**src/rtl/libv_pkg.sv**
```systemverilog
// Shared prefix-adder primitives: the propagate/generate pair and its
// associative combine operator.
package libv_pkg;

   typedef struct packed {
      logic p;
      logic g;
   } pg_t;

   // hi covers the more significant span, lo the adjacent less significant one.
   function automatic pg_t pg_combine(pg_t hi, pg_t lo);
      pg_t r;
      r.p = hi.p & lo.p;
      r.g = hi.g | (hi.p & lo.g);
      return r;
   endfunction

endpackage

```
**src/rtl/adder_pipelined_if.sv**
```systemverilog
// Request/result bundle for adder_pipelined: operand beat in, sum beat out,
// each with its own valid/ready pair.
interface adder_pipelined_if #(
   parameter int W = 32
);
   logic         in_vld;
   logic [W-1:0] in_a;
   logic [W-1:0] in_b;
   logic         in_cin;
   logic         in_rdy;
   logic         out_vld;
   logic [W-1:0] out_sum;
   logic         out_cout;
   logic         out_ovf;
   logic         out_rdy;

   modport master (
      output in_vld, in_a, in_b, in_cin, out_rdy,
      input  in_rdy, out_vld, out_sum, out_cout, out_ovf
   );

   modport slave (
      input  in_vld, in_a, in_b, in_cin, out_rdy,
      output in_rdy, out_vld, out_sum, out_cout, out_ovf
   );
endinterface

```
**src/rtl/carry_chain_hybrid.sv**
```systemverilog
// Parallel-prefix carry network: log2(W) levels of pg_combine, each level
// doubling the span, so c[i] is the group generate of bits i-1..0.
module carry_chain_hybrid
   import libv_pkg::*;
#(
   parameter int W = 32
) (
   input  logic [W-1:0] i_p,
   input  logic [W-1:0] i_g,
   input  logic         i_cin,
   output logic [W:0]   o_c
);

   localparam int L = $clog2(W);

   for (genvar k = 0; k <= L; k++) begin : g_lvl
      pg_t w_pg [W];
      for (genvar i = 0; i < W; i++) begin : g_bit
         if (k == 0) begin : g_leaf
            assign w_pg[i] = '{p: i_p[i], g: i_g[i]};
         end else if (i >= (1 << (k - 1))) begin : g_comb
            assign w_pg[i] = pg_combine(g_lvl[k-1].w_pg[i],
                                        g_lvl[k-1].w_pg[i - (1 << (k - 1))]);
         end else begin : g_pass
            assign w_pg[i] = g_lvl[k-1].w_pg[i];
         end
      end
   end

   // Carry-in is already folded into bit 0's generate, so the final
   // generates are the carries directly.
   assign o_c[0] = i_cin;
   for (genvar i = 0; i < W; i++) begin : g_out
      assign o_c[i+1] = g_lvl[L].w_pg[i].g;
   end

endmodule

```
**src/rtl/adder_pipelined.sv**
```systemverilog
// Two-stage valid/ready adder: S1 registers propagate/generate/cin, S2
// registers the prefix-network result (sum, unsigned carry, signed overflow).
module adder_pipelined
   import libv_pkg::*;
#(
   parameter int W = 32
) (
   input  logic             clk,
   input  logic             rst,
   adder_pipelined_if.slave bus
);

   logic         r_s1_vld;
   logic [W-1:0] r_s1_p;
   logic [W-1:0] r_s1_g;
   logic         r_s1_cin;

   logic         r_s2_vld;
   logic [W-1:0] r_s2_sum;
   logic         r_s2_cout;
   logic         r_s2_ovf;

   logic         w_s2_free;
   logic         w_s1_adv;
   logic         w_in_rdy;
   logic         w_s1_acc;
   logic [W-1:0] w_g_fold;
   logic [W:0]   w_c;

   // S2 can take a beat if it is empty or its current beat leaves this cycle.
   assign w_s2_free = !r_s2_vld || bus.out_rdy;
   assign w_s1_adv  = r_s1_vld && w_s2_free;
   assign w_in_rdy  = !r_s1_vld || w_s1_adv;
   assign w_s1_acc  = bus.in_vld && w_in_rdy;

   assign w_g_fold  = {r_s1_g[W-1:1], r_s1_g[0] | (r_s1_p[0] & r_s1_cin)};

   carry_chain_hybrid #(
      .W (W)
   ) u_carry (
      .i_p   (r_s1_p),
      .i_g   (w_g_fold),
      .i_cin (r_s1_cin),
      .o_c   (w_c)
   );

   // NOTE: state is assigned with <= so every flop samples pre-edge values
   // and the same-cycle S2 drain / S1 advance / S1 accept compose correctly.
   always_ff @(posedge clk or posedge rst) begin
      if (rst) begin
         r_s1_vld <= 1'b0;
         // NOTE: data is cleared along with the valid bit so the outputs read
         // as zero after reset rather than whatever was last captured.
         r_s1_p   <= '0;
         r_s1_g   <= '0;
         r_s1_cin <= 1'b0;
      end else begin
         if (w_s1_acc) begin
            r_s1_vld <= 1'b1;
            r_s1_p   <= bus.in_a ^ bus.in_b;
            r_s1_g   <= bus.in_a & bus.in_b;
            r_s1_cin <= bus.in_cin;
         end else if (w_s1_adv) begin
            r_s1_vld <= 1'b0;
         end
      end
   end

   always_ff @(posedge clk or posedge rst) begin
      if (rst) begin
         r_s2_vld  <= 1'b0;
         r_s2_sum  <= '0;
         r_s2_cout <= 1'b0;
         r_s2_ovf  <= 1'b0;
      end else begin
         if (w_s1_adv) begin
            r_s2_vld  <= 1'b1;
            r_s2_sum  <= r_s1_p ^ w_c[W-1:0];
            r_s2_cout <= w_c[W];
            r_s2_ovf  <= w_c[W] ^ w_c[W-1];
         end else if (bus.out_rdy) begin
            r_s2_vld  <= 1'b0;
         end
      end
   end

   assign bus.in_rdy   = w_in_rdy;
   assign bus.out_vld  = r_s2_vld;
   assign bus.out_sum  = r_s2_sum;
   assign bus.out_cout = r_s2_cout;
   assign bus.out_ovf  = r_s2_ovf;

endmodule

```
**src/flat_wrapper.sv**
```systemverilog
// flat-port wrapper written by rule: the top's interface ports become plain ports
module adder_pipelined_flat import libv_pkg::*;
#(
   parameter int W = 32
)
  (clk, rst, bus_in_vld, bus_in_a, bus_in_b, bus_in_cin, bus_out_rdy, bus_in_rdy, bus_out_vld, bus_out_sum, bus_out_cout, bus_out_ovf);
  adder_pipelined_if #(.W(W)) bus_i ();
  input  logic clk;
  input  logic rst;
  input wire logic [$bits(bus_i.in_vld)-1:0] bus_in_vld;
  input wire logic [$bits(bus_i.in_a)-1:0] bus_in_a;
  input wire logic [$bits(bus_i.in_b)-1:0] bus_in_b;
  input wire logic [$bits(bus_i.in_cin)-1:0] bus_in_cin;
  input wire logic [$bits(bus_i.out_rdy)-1:0] bus_out_rdy;
  output wire logic [$bits(bus_i.in_rdy)-1:0] bus_in_rdy;
  output wire logic [$bits(bus_i.out_vld)-1:0] bus_out_vld;
  output wire logic [$bits(bus_i.out_sum)-1:0] bus_out_sum;
  output wire logic [$bits(bus_i.out_cout)-1:0] bus_out_cout;
  output wire logic [$bits(bus_i.out_ovf)-1:0] bus_out_ovf;
  assign bus_i.in_vld = bus_in_vld;
  assign bus_i.in_a = bus_in_a;
  assign bus_i.in_b = bus_in_b;
  assign bus_i.in_cin = bus_in_cin;
  assign bus_i.out_rdy = bus_out_rdy;
  assign bus_in_rdy = bus_i.in_rdy;
  assign bus_out_vld = bus_i.out_vld;
  assign bus_out_sum = bus_i.out_sum;
  assign bus_out_cout = bus_i.out_cout;
  assign bus_out_ovf = bus_i.out_ovf;
  adder_pipelined #(.W(W)) u_core (.clk(clk), .rst(rst), .bus(bus_i));
endmodule
```
**config.mk**
```make
export PLATFORM = sky130hd
export DESIGN_NAME = adder_pipelined_flat
export DESIGN_NICKNAME = d
export VERILOG_FILES = /design/src/rtl/libv_pkg.sv /design/src/rtl/adder_pipelined_if.sv /design/src/rtl/carry_chain_hybrid.sv /design/src/rtl/adder_pipelined.sv /design/src/flat_wrapper.sv
export SDC_FILE = /design/constraint.sdc
export NUM_CORES = 1
export LEC_CHECK = 0
export BUFFER_PORTS_ARGS = -buffer_cell sky130_fd_sc_hd__buf_2
export CORE_UTILIZATION = 60
export CTS_CLUSTER_DIAMETER = 60
export CTS_CLUSTER_SIZE = 14
export DETAILED_ROUTE_END_ITERATION = 8
export PLACE_DENSITY = 0.86
export SLEW_MARGIN = 10
export SYNTH_ARGS = -nofsm -noshare
export SYNTH_HDL_FRONTEND = slang
export SYNTH_SLANG_ARGS = --single-unit
```
**constraint.sdc**
```tcl
create_clock -name clk -period 4.77 [get_ports clk]
set_input_delay 0.477 -clock clk [delete_from_list [all_inputs] [get_ports clk]]
set_output_delay 0.477 -clock clk [all_outputs]
set_load 0.01 [all_outputs]
```
==> results of run 1 <==
==> metrics by stage <==
stage          area [µm²]  util, %  total power (W)  instances  hold WS, ps
4_1_cts              6230     70.7          0.00265        717          189
2_1_floorplan        5500        -          0.00183        513          484
6_report             6230     70.7          0.00264        717          177
5_1_grt              6230     70.7          0.00281        717          219
3_3_place_gp         6040     68.6          0.00207        701          460
3_5_place_dp         6040     68.6          0.00212        701          471
==> layout make-up <==
cell class,count,area [µm²]
well taps,108,135
fillers,649,2580
flip-flops and latches,101,2530
inverters,6,25.0
repair buffers,107,543
multi-input cells,379,2810
clock buffers,9,124
clock inverters,7,68.8
==> flip-flops by register name, indices dropped and copies added, names as in the netlist <==
name                 cells
u_core.bus.out_sum      32
u_core.r_s1_g           32
u_core.r_s1_p           32
u_core.bus.out_cout      1
u_core.bus.out_ovf       1
u_core.bus.out_vld       1
u_core.r_s1_cin          1
u_core.r_s1_vld          1
==> power groups by stage <==
stage / registers [W] / clock network [W] / logic, W
after floorplan: 0.00126 / 0 / 0.000569
after global placement: 0.00127 / 0 / 0.000799
after detailed placement: 0.00129 / 0 / 0.000831
after CTS: 0.00127 / 0.000542 / 0.000838
after global routing: 0.00130 / 0.000572 / 0.000929
final: 0.00128 / 0.000535 / 0.000831
==> cells in the final DEF, fill, tap and decap left out, drive strengths merged, types with 3 or more instances in the layout <==
| cell | n |
|---|---|
| o41ai | 4 |
| and3 | 4 |
| nor2 | 20 |
| nor3 | 3 |
| nand2 | 60 |
| nand2b | 4 |
| and2 | 3 |
| xnor2 | 18 |
| clkbuf | 9 |
| o31ai | 4 |
| o211ai | 6 |
| a211oi | 5 |
| nand3b | 5 |
| a31oi | 5 |
| ha | 34 |
| dfrtp | 101 |
| mux2 | 65 |
| nor2b | 5 |
| inv | 9 |
| or3 | 4 |
| xor2 | 7 |
| a21o | 11 |
| o21ai | 42 |
| nand3 | 8 |
| buf | 107 |
| a21oi | 36 |
==> per-layer routing <==
metal / vias up / global-route usage (%) / share of wire (%)
li1: 2027 / - / -
met1: 2038 / 33.9 / 43
met2: 138 / 45.3 / 51
met3: 22 / 3.88 / 4.2
met4: 0 / 9.56 / 2.2
met5: - / 0 / 0
==> worst paths after layout <==
| kind | start | to | slack, ps | depth (start not counted) |
|---|---|---|---|---|
| worst max register to register | u_core.r_s1_cin | u_core.bus.out_sum[30] | 1880 | 11 |
| max in group asynchronous | rst | u_core.r_s1_p[17] | 3520 | 3 |
| worst min-delay path | rst | u_core.bus.out_sum[0] | 180 | 2 |
| worst min register to register | u_core.bus.out_sum[17] | u_core.bus.out_sum[17] | 490 | 2 |
| min in group clk | bus_in_vld | u_core.r_s1_vld | 340 | 2 |
| worst max-delay path | u_core.r_s1_cin | u_core.bus.out_sum[30] | 1880 | 11 |
==> worst max-delay path: stages, from the launching register on <==
cell and delay [ps]:
dfrtp_1 400, ha_1 220, or2_2 300, ha_1 210, o211ai_1 220, a21oi_1 140
o21ai_0 310, a21oi_2 160, o21ai_1 240, nand3_1 180, a211o_1 340, o211ai_1 100
==> logic make-up after synthesis <==
logic type / synth area share (%)
buf+inv: 3.05
flops: 46.0
compound gates: 14.8
mux: 13.5
xor+xnor: 3.98
fa+ha+maj: 7.74
simple gates: 10.9
==> impl_metrics.yaml, run 1 <==
status:
  outcome: "finished, violations left"
  violations: "design-rule violations"
timing:
  fin_ws_ps: 1880
  fin_setup_tns_ps: 0
  fmax_mhz: 345
  timing.final.crit_share_pct: 60.7
  slew_headroom_pct: 50.9
  finalCriticalPeriod_ps: 2890
  tightest_slew_ps: 734
  finalClockSkew_ps: 14.2
  finalHoldViolCount: 0
  slew_viol_final: 0
  finalSetupViolCount: 0
  rsz0062_at_grt: "no"
clock_tree:
  postCtsSetupBuffers: 0
  cts_resized: 0
  cts-htree-levels: 3
  clk_latency_ps: 380
  cts_hold_buf: 0
  cts_tree: "done"
  cts_sinks: 101
  root_buffer: "clkbuf_8"
  path_clk_slew_ps: 110
  clk_path_buf_depth: 2
  cts_buffers: 9
power:
  p_leak_nw: 2.97
  peakVddDrop_uv: 240
  clock_power_share_pct: 20.2
  pwr-share-comb_pct: 31.4
  p_switching_w: 0.000984
  sw_frac_of_total_pct: 37.2
  intPower_w: 0.00166
  powerDensity_mw_per_mm2: 424
  seq_power_share_pct: 48.3
place:
  dp_hpwl_mm: 8.72
  place_congestion: 0.855
  pre_cts_ws_ps: 1970
  io_buffers: 104
floorplan:
  io_pins: 105
  die-height_um: 97.7
  initial_core_util_pct: 62.4
  die_area_mm2: 0.00955
  rows: 34
  core_mm2: 0.00881
  fp.dieW_um: 97.7
synthesis:
  netlist_area_mm2: 0.00550
  syn_nets: 616
  synth_top_area_share_pct: 46.0
  netlist_top_cells_count: "dfrtp_1 (101), mux2_2 (65), nand2_1 (59), o21ai_0 (36)"
  synth_most_common_cell: "dfrtp_1"
  yosysSeqAreaShare_pct: 46.0
  netlist_instances: 513
  postSynthAreaPerCell_um2: 10.7
  ys_seq_elements: 101
  synth-async-reset-ratio_pct: 100
  ys_top_cells_by_area: "dfrtp_1 (46%), mux2_2 (13%), ha_1 (7.7%)"
  synth_flop_cell: "dfrtp_1"
  yosysWarnings: 0
  yosysTopAreaCell: "dfrtp_1"
  synth-edff-count: 0
  synth_cell_type_count: 63
setup_path:
  worstSetupStartpointType: "flop"
  cp-end-kind: "flop"
  critPathMaxFanout: 5
  cp.arrival_ps: 3180
  crit_required_ps: 5060
  critPathKind: "flop to flop"
route:
  wl_per_cell_um: 16.5
  vias_per_cell: 5.89
  routed_wl_mm: 11.8
  first_pass_iters: 7
  vias: 4225
  drt_iter0_drc: 194
  drc: 12
  antenna_left: 0
final_layout:
  area_growth_pct: 13.3
  final_nets: 707
  layout-drive-gt1-share_pct: 33.7
  n_antenna_cell: 0
grt:
  grt_max_degree: 53
  grt_pass1_vias: 4307
  grt_antenna_before_repair: 0
  grt-ovfl-total: 0
  grt_use_total_pct: 26.3
  grt_pass1_wl_mm: 20.1
flow_run:
  cap_violations: 0
worst_hold_path:
  hp-class: "input port to asynchronous set/reset pin"
(Power assumes the default switching activity.)
==> inputs of run 2 (changes only) <==
Settings changed: ABC_AREA set to 1, CORE_UTILIZATION 60 to 51, PLACE_DENSITY 0.86 to 0.77.
Clock period 4.77 ns to 2.5 ns, I/O delays scaled along.
==> run 2 against run 1 <==
  * The flow finishes with violations (design-rule violations, negative hold slack)
  * Clock skew shrank 6.5 ps
  * Via count grew 24%
  * Non-clock buffer count up 3
  * Sequential power up 90%
  * Power is 120% higher
  * Sequential cell count is the same
  * Design area up 12%
  * Hold slack lost 180 ps
  * Highest routed layer unchanged
==> impl_metrics.yaml, run 2 <==
status:
  outcome: "finished, violations left"
  violations: "design-rule violations, negative hold slack"
grt:
  grt_pass1_wl_mm: 22.8
  grt-ovfl-total: 0
  grt_use_total_pct: 25.1
  grt_pass1_vias: 4720
  grt_max_degree: 56
  grt_antenna_before_repair: 0
power:
  pwr-share-comb_pct: 35.2
  seq_power_share_pct: 41.2
  intPower_w: 0.00372
  peakVddDrop_uv: 510
  sw_frac_of_total_pct: 36.9
  powerDensity_mw_per_mm2: 848
  p_switching_w: 0.00218
  clock_power_share_pct: 23.5
  p_leak_nw: 3.90
  total_power_w: 0.00589
setup_path:
  cpMaxStageDelayCell: "dfrtp_1"
  reg2reg_slack_ps: 450
  critical_path_depth: 16
  crit_family: "simple AND/OR/NAND/NOR gates"
  crit_required_ps: 2730
  crit_end: "u_core.bus.out_ovf"
  worstSetupStartpointType: "flop"
  cp-end-kind: "flop"
  r2r-end: "u_core.bus.out_ovf"
  startpoint: "u_core.r_s1_cin"
  r2r_start: "u_core.r_s1_cin"
  critPathMaxFanout: 4
  slowest_delay_ps: 370
  r2r_cells: 16
  cp.arrival_ps: 2270
  worstPathCellList: "ha_1 -> inv_1 -> nand2_1 -> ha_1 -> inv_1 -> nand2_1 -> nand2_1 -> nand2_2 -> nand2_1 -> nand2_2 -> nand2_1 -> nand2_2 -> a21oi_1 -> nand2_1 -> nand3_1 -> nand2_1"
  crit_buf_inv: 2
  critPathKind: "flop to flop"
  path_common_cell: "nand2_1"
timing:
  slew_viol_final: 0
  tightest_slew_ps: 664
  finalSetupViolCount: 0
  finalHoldViolCount: 9
  fmax_mhz: 489
  finalClockSkew_ps: 7.66
  timing.final.crit_share_pct: 81.9
  slew_headroom_pct: 55.6
  fin_hold_ws_ps: -4.20
  fin_setup_tns_ps: 0
  rsz0062_at_grt: "no"
  finalCriticalPeriod_ps: 2050
floorplan:
  fp.dieW_um: 110
  core_mm2: 0.0114
  initial_core_util_pct: 52.1
  die_area_mm2: 0.0121
  die-height_um: 110
  rows: 39
  io_pins: 105
clock_tree:
  path_clk_slew_ps: 60
  cts_hold_buf: 0
  cts-htree-levels: 3
  cts_tree: "done"
  cts_sinks: 101
  cts_buffers: 9
  clk_latency_ps: 340
  root_buffer: "clkbuf_16"
  clk_path_buf_depth: 2
  postCtsSetupBuffers: 0
  cts_resized: 0
synthesis:
  synth-async-reset-ratio_pct: 100
  ys_top_cells_by_area: "dfrtp_1 (42%), nand2_1 (17%), ha_1 (7.1%)"
  synth_most_common_cell: "nand2_1"
  netlist_area_mm2: 0.00595
  synth_flop_cell: "dfrtp_1"
  syn_nets: 892
  netlist_instances: 789
  postSynthAreaPerCell_um2: 7.55
  synth-edff-count: 0
  netlist_top_cells_count: "nand2_1 (264), inv_1 (103), dfrtp_1 (101), nor2_1 (77), a21oi_1 (67)"
  ys_seq_elements: 101
  yosysWarnings: 0
  synth_top_area_share_pct: 42.5
  yosysTopAreaCell: "dfrtp_1"
  yosysSeqAreaShare_pct: 42.5
  synth_cell_type_count: 25
route:
  vias: 5259
  antenna_left: 0
  routed_wl_mm: 14.3
  vias_per_cell: 5.06
  first_pass_iters: 7
  drt_iter0_drc: 364
  wl_per_cell_um: 13.8
  drc: 2
flow_run:
  cap_violations: 0
final_layout:
  area_growth_pct: 16.8
  utilization_pct: 60.9
  layout-drive-gt1-share_pct: 18.2
  n_antenna_cell: 0
  layout_common_cells: "nand2_1 (263), buf_2 (104), inv_1 (102)"
  final_common_cell: "nand2_1"
  final_nets: 996
worst_hold_path:
  hp-class: "input port to asynchronous set/reset pin"
place:
  place_congestion: 0.951
  dp_hpwl_mm: 11.3
  io_buffers: 104
[run 2: changes by cell type after synthesis, moves of 11 or more]
cell      previous run  this run
o21ai_0             36        12
nor2_1              20        77
nand2_1             59       264
clkbuf_1            18         5
nand3_1              8        27
a21oi_1             34        67
inv_1                6       103
xnor2_1             18         7
mux2_2              65        27
[run 2: cell type report]
class	instances	area, µm²
Fill cell	1081	4470
Multi-Input combinational cell	567	2970
Sequential cell	101	2530
Timing Repair Buffer	110	591
Inverter	104	394
Clock buffer	14	264
Tap cell	143	179
Clock inverter	1	30.0
[run 2: logic make-up (layout without fill, tap and decap cells)]
family | count (synthesis) | count (layout) | share of synthesized area [%]
XOR/XNOR | 15 | 15 | 2.21
flip-flops | 101 | 101 | 42.5
AO/OA/AOI/OAI | 91 | 91 | 7.90
buffers and inverters | 121 | 229 | 7.86
adder cells (fa/ha/maj) | 34 | 34 | 7.15
multiplexers | 27 | 27 | 5.11
AND/OR/NAND/NOR | 400 | 400 | 27.3
[run 2: per-layer routing]
layer | GRT usage, % | wire (µm) | vias to the layer above
met5 | 0 | 0 | -
li1 | - | - | 2682
met4 | 8.10 | 232 | 0
met2 | 37.3 | 6110 | 179
met1 | 37.5 | 7030 | 2378
met3 | 3.53 | 956 | 20
[run 2: through the flow]
stage	hold slack, ps	worst slack (ps)	instances	cell area (µm²)
floorplan	401	731	789	5960
global placement	376	559	1025	6660
detailed placement	380	491	1025	6660
CTS	14.7	450	1040	6950
global route	52.3	228	1040	6950
finish	-4.20	453	1040	6950
[run 2: power groups by stage]
stage                     sequential [W]  clock (W)  combinational (W)
final                            0.00243    0.00139            0.00208
after CTS                        0.00242    0.00141            0.00208
after global routing             0.00249    0.00147            0.00238
after global placement           0.00243          0            0.00203
after floorplan                  0.00249          0            0.00128
after detailed placement         0.00245          0            0.00207
[run 2: worst min path at each step]
stage                            endpoint  startpoint  slack [ps]
CTS                 u_core.bus.out_sum[2]         rst          10
detailed placement  u_core.bus.out_sum[2]         rst         380
global route        u_core.bus.out_sum[2]         rst          50
floorplan                 u_core.r_s1_cin  bus_in_cin         400
global placement    u_core.bus.out_sum[5]         rst         380
finish              u_core.bus.out_sum[5]         rst          -4
==> inputs of run 3 (changes only) <==
Clock period 2.5 ns to 1.8 ns, I/O delays scaled along.
==> run 3 against run 2 <==
  * The run ends with design-rule violations, negative hold slack, negative setup slack left
  * First-iteration DRC count grew 10%
  * Combinational power grew 53%
  * Design area grew 4.4%
  * Sequential power grew 39%
  * Clock power grew 41%
  * Via count grew 0.95%
  * Critical path depth is the same
  * Non-clock buffer count grew 17
  * Critical path type unchanged
==> impl_metrics.yaml, run 3 (same netlist as run 2, synthesis figures left out) <==
clock_tree:
  path_clk_slew_ps: 70
  clk_path_buf_depth: 2
  cts_tree: "done"
  cts-htree-levels: 3
  cts_hold_buf: 0
  root_buffer: "clkbuf_16"
  cts_buffers: 9
  cts_sinks: 101
  clk_latency_ps: 350
timing:
  fin_setup_tns_ps: -20.7
  slew_headroom_pct: 60.8
  tightest_slew_ps: 588
  rsz0062_at_grt: "yes"
  finalHoldViolCount: 34
  finalSetupViolCount: 2
  fmax_mhz: 549
  fin_hold_ws_ps: -77.5
  timing.final.crit_share_pct: 101
  finalCriticalPeriod_ps: 1820
  slew_viol_final: 0
  fin_ws_ps: -20.1
  finalClockSkew_ps: 8.75
setup_path:
  cpMaxStageDelayCell: "dfrtp_1"
  critPathKind: "flop to flop"
  slowest_delay_ps: 400
  path_common_cell: "nand2_2"
  cp-end-kind: "flop"
  worstPathCellList: "ha_2 -> inv_2 -> nand2_4 -> ha_4 -> inv_2 -> nand2_2 -> nand2_2 -> nand2_4 -> nand2_2 -> nand2_2 -> nand2_2 -> nand2_4 -> a21oi_4 -> nand2_1 -> nand3_1 -> nand2_1"
  cp.arrival_ps: 2060
  crit_buf_inv: 2
  crit_family: "simple AND/OR/NAND/NOR gates"
  critPathMaxFanout: 4
  worstSetupStartpointType: "flop"
  crit_required_ps: 2040
place:
  pre_cts_ws_ps: -135
  io_buffers: 104
  place_congestion: 0.906
  dp_hpwl_mm: 11.7
route:
  drt_iter0_drc: 402
  met1_length_mm: 7.56
  wl_per_cell_um: 14.1
  vias_per_cell: 5.02
  routed_wl_mm: 14.9
  maxUsedRoutingLayer: "met4"
  first_pass_iters: 6
  wl_met3_um: 704
  antenna_left: 0
  vias: 5309
  drc: 2
  wl_met2_mm: 6.41
power:
  sw_frac_of_total_pct: 37.8
  clock_power_share_pct: 23.0
  peakVddDrop_uv: 636
  seq_power_share_pct: 39.6
  p_switching_w: 0.00323
  intPower_w: 0.00531
  pwr-share-comb_pct: 37.3
  p_leak_nw: 4.03
  powerDensity_mw_per_mm2: 1180
final_layout:
  layout-drive-gt1-share_pct: 23.8
  layout_common_cells: "nand2_1 (238), buf_2 (104), dfrtp_1 (101)"
  n_antenna_cell: 0
  final_nets: 1013
  final_common_cell: "nand2_1"
  area_growth_pct: 21.9
grt:
  grt_pass1_vias: 4803
  grt_antenna_before_repair: 0
  grt-ovfl-total: 0
  grt_max_degree: 102
  grt_use_total_pct: 26.0
  grt_pass1_wl_mm: 23.5
status:
  outcome: "finished, violations left"
  violations: "design-rule violations, negative hold slack, negative setup slack"
floorplan:
  initial_core_util_pct: 52.1
  rows: 39
  core_mm2: 0.0114
  die-height_um: 110
  die_area_mm2: 0.0121
  io_pins: 105
  fp.dieW_um: 110
worst_hold_path:
  hp-class: "input port to asynchronous set/reset pin"
flow_run:
  cap_violations: 0
## run 3: cell types whose count changed in the layout (fill, tap and decap cells not counted), sizes merged
| cell | change |
|---|---|
| buf | +17 |
| clkbuf | -3 |
| clkinv | +1 |
| clkinvlp | +2 |
| inv | +1 |
## run 3: final timing paths
kind,cells past startpoint,endpoint,startpoint,slack [ps]
setup / recovery,16,u_core.bus.out_ovf,u_core.r_s1_cin,-20
hold / removal,3,u_core.bus.out_sum[7],rst,-80
setup reg to reg,16,u_core.bus.out_ovf,u_core.r_s1_cin,-20
hold reg to reg,2,u_core.bus.out_sum[29],u_core.bus.out_sum[29],480
max in group asynchronous,3,u_core.r_s1_g[6],rst,1380
min in group clk,2,u_core.r_s1_cin,bus_in_cin,70
## run 3: cell type report
class                           instances  area [µm²]
Fill cell                            1038        4160
Inverter                              104         394
Multi-Input combinational cell        567        3130
Sequential cell                       101        2530
Clock inverter                          5        58.8
Tap cell                              143         179
Timing Repair Buffer                  127         731
Clock buffer                           11         243
## run 3: power by group through the flow
stage | Combinational [W] | Sequential (W) | Clock [W]
2_1_floorplan | 0.00177 | 0.00345 | 0
3_3_place_gp | 0.00295 | 0.00338 | 0
3_5_place_dp | 0.00301 | 0.00341 | 0
4_1_cts | 0.00307 | 0.00336 | 0.00198
5_1_grt | 0.00362 | 0.00348 | 0.00208
6_report | 0.00319 | 0.00338 | 0.00196
## run 3: what timing repair did
| item | 4_1_cts | 5_1_grt |
|---|---|---|
| pin swaps | 3 | 18 |
| resized for setup | 13 | 36 |
| setup buffers | 1 | 0 |
| endpoints found under the setup margin | 14 | 25 |
## run 3: metal layers
metal / track usage, % / up-vias
met1: 39.5 / 2420
li1: - / 2725
met5: 0 / -
met2: 38.1 / 146
met4: 8.38 / 0
met3: 3.29 / 18
## run 3: per-stage QoR
| step | utilization (%) | cell area, µm² | std cells | total power [W] |
|---|---|---|---|---|
| detailed placement | 59.5 | 6790 | 1041 | 0.00642 |
| floorplan | - | 5960 | 789 | 0.00522 |
| global placement | 59.5 | 6790 | 1041 | 0.00633 |
| finish | 63.6 | 7260 | 1058 | 0.00854 |
| global route | 63.6 | 7260 | 1058 | 0.00917 |
| CTS | 62.5 | 7130 | 1058 | 0.00841 |
## run 3: worst min-delay path, cell delays in order
cell and delay (ps):
buf_2 110, clkinvlp_4 70, buf_12 350
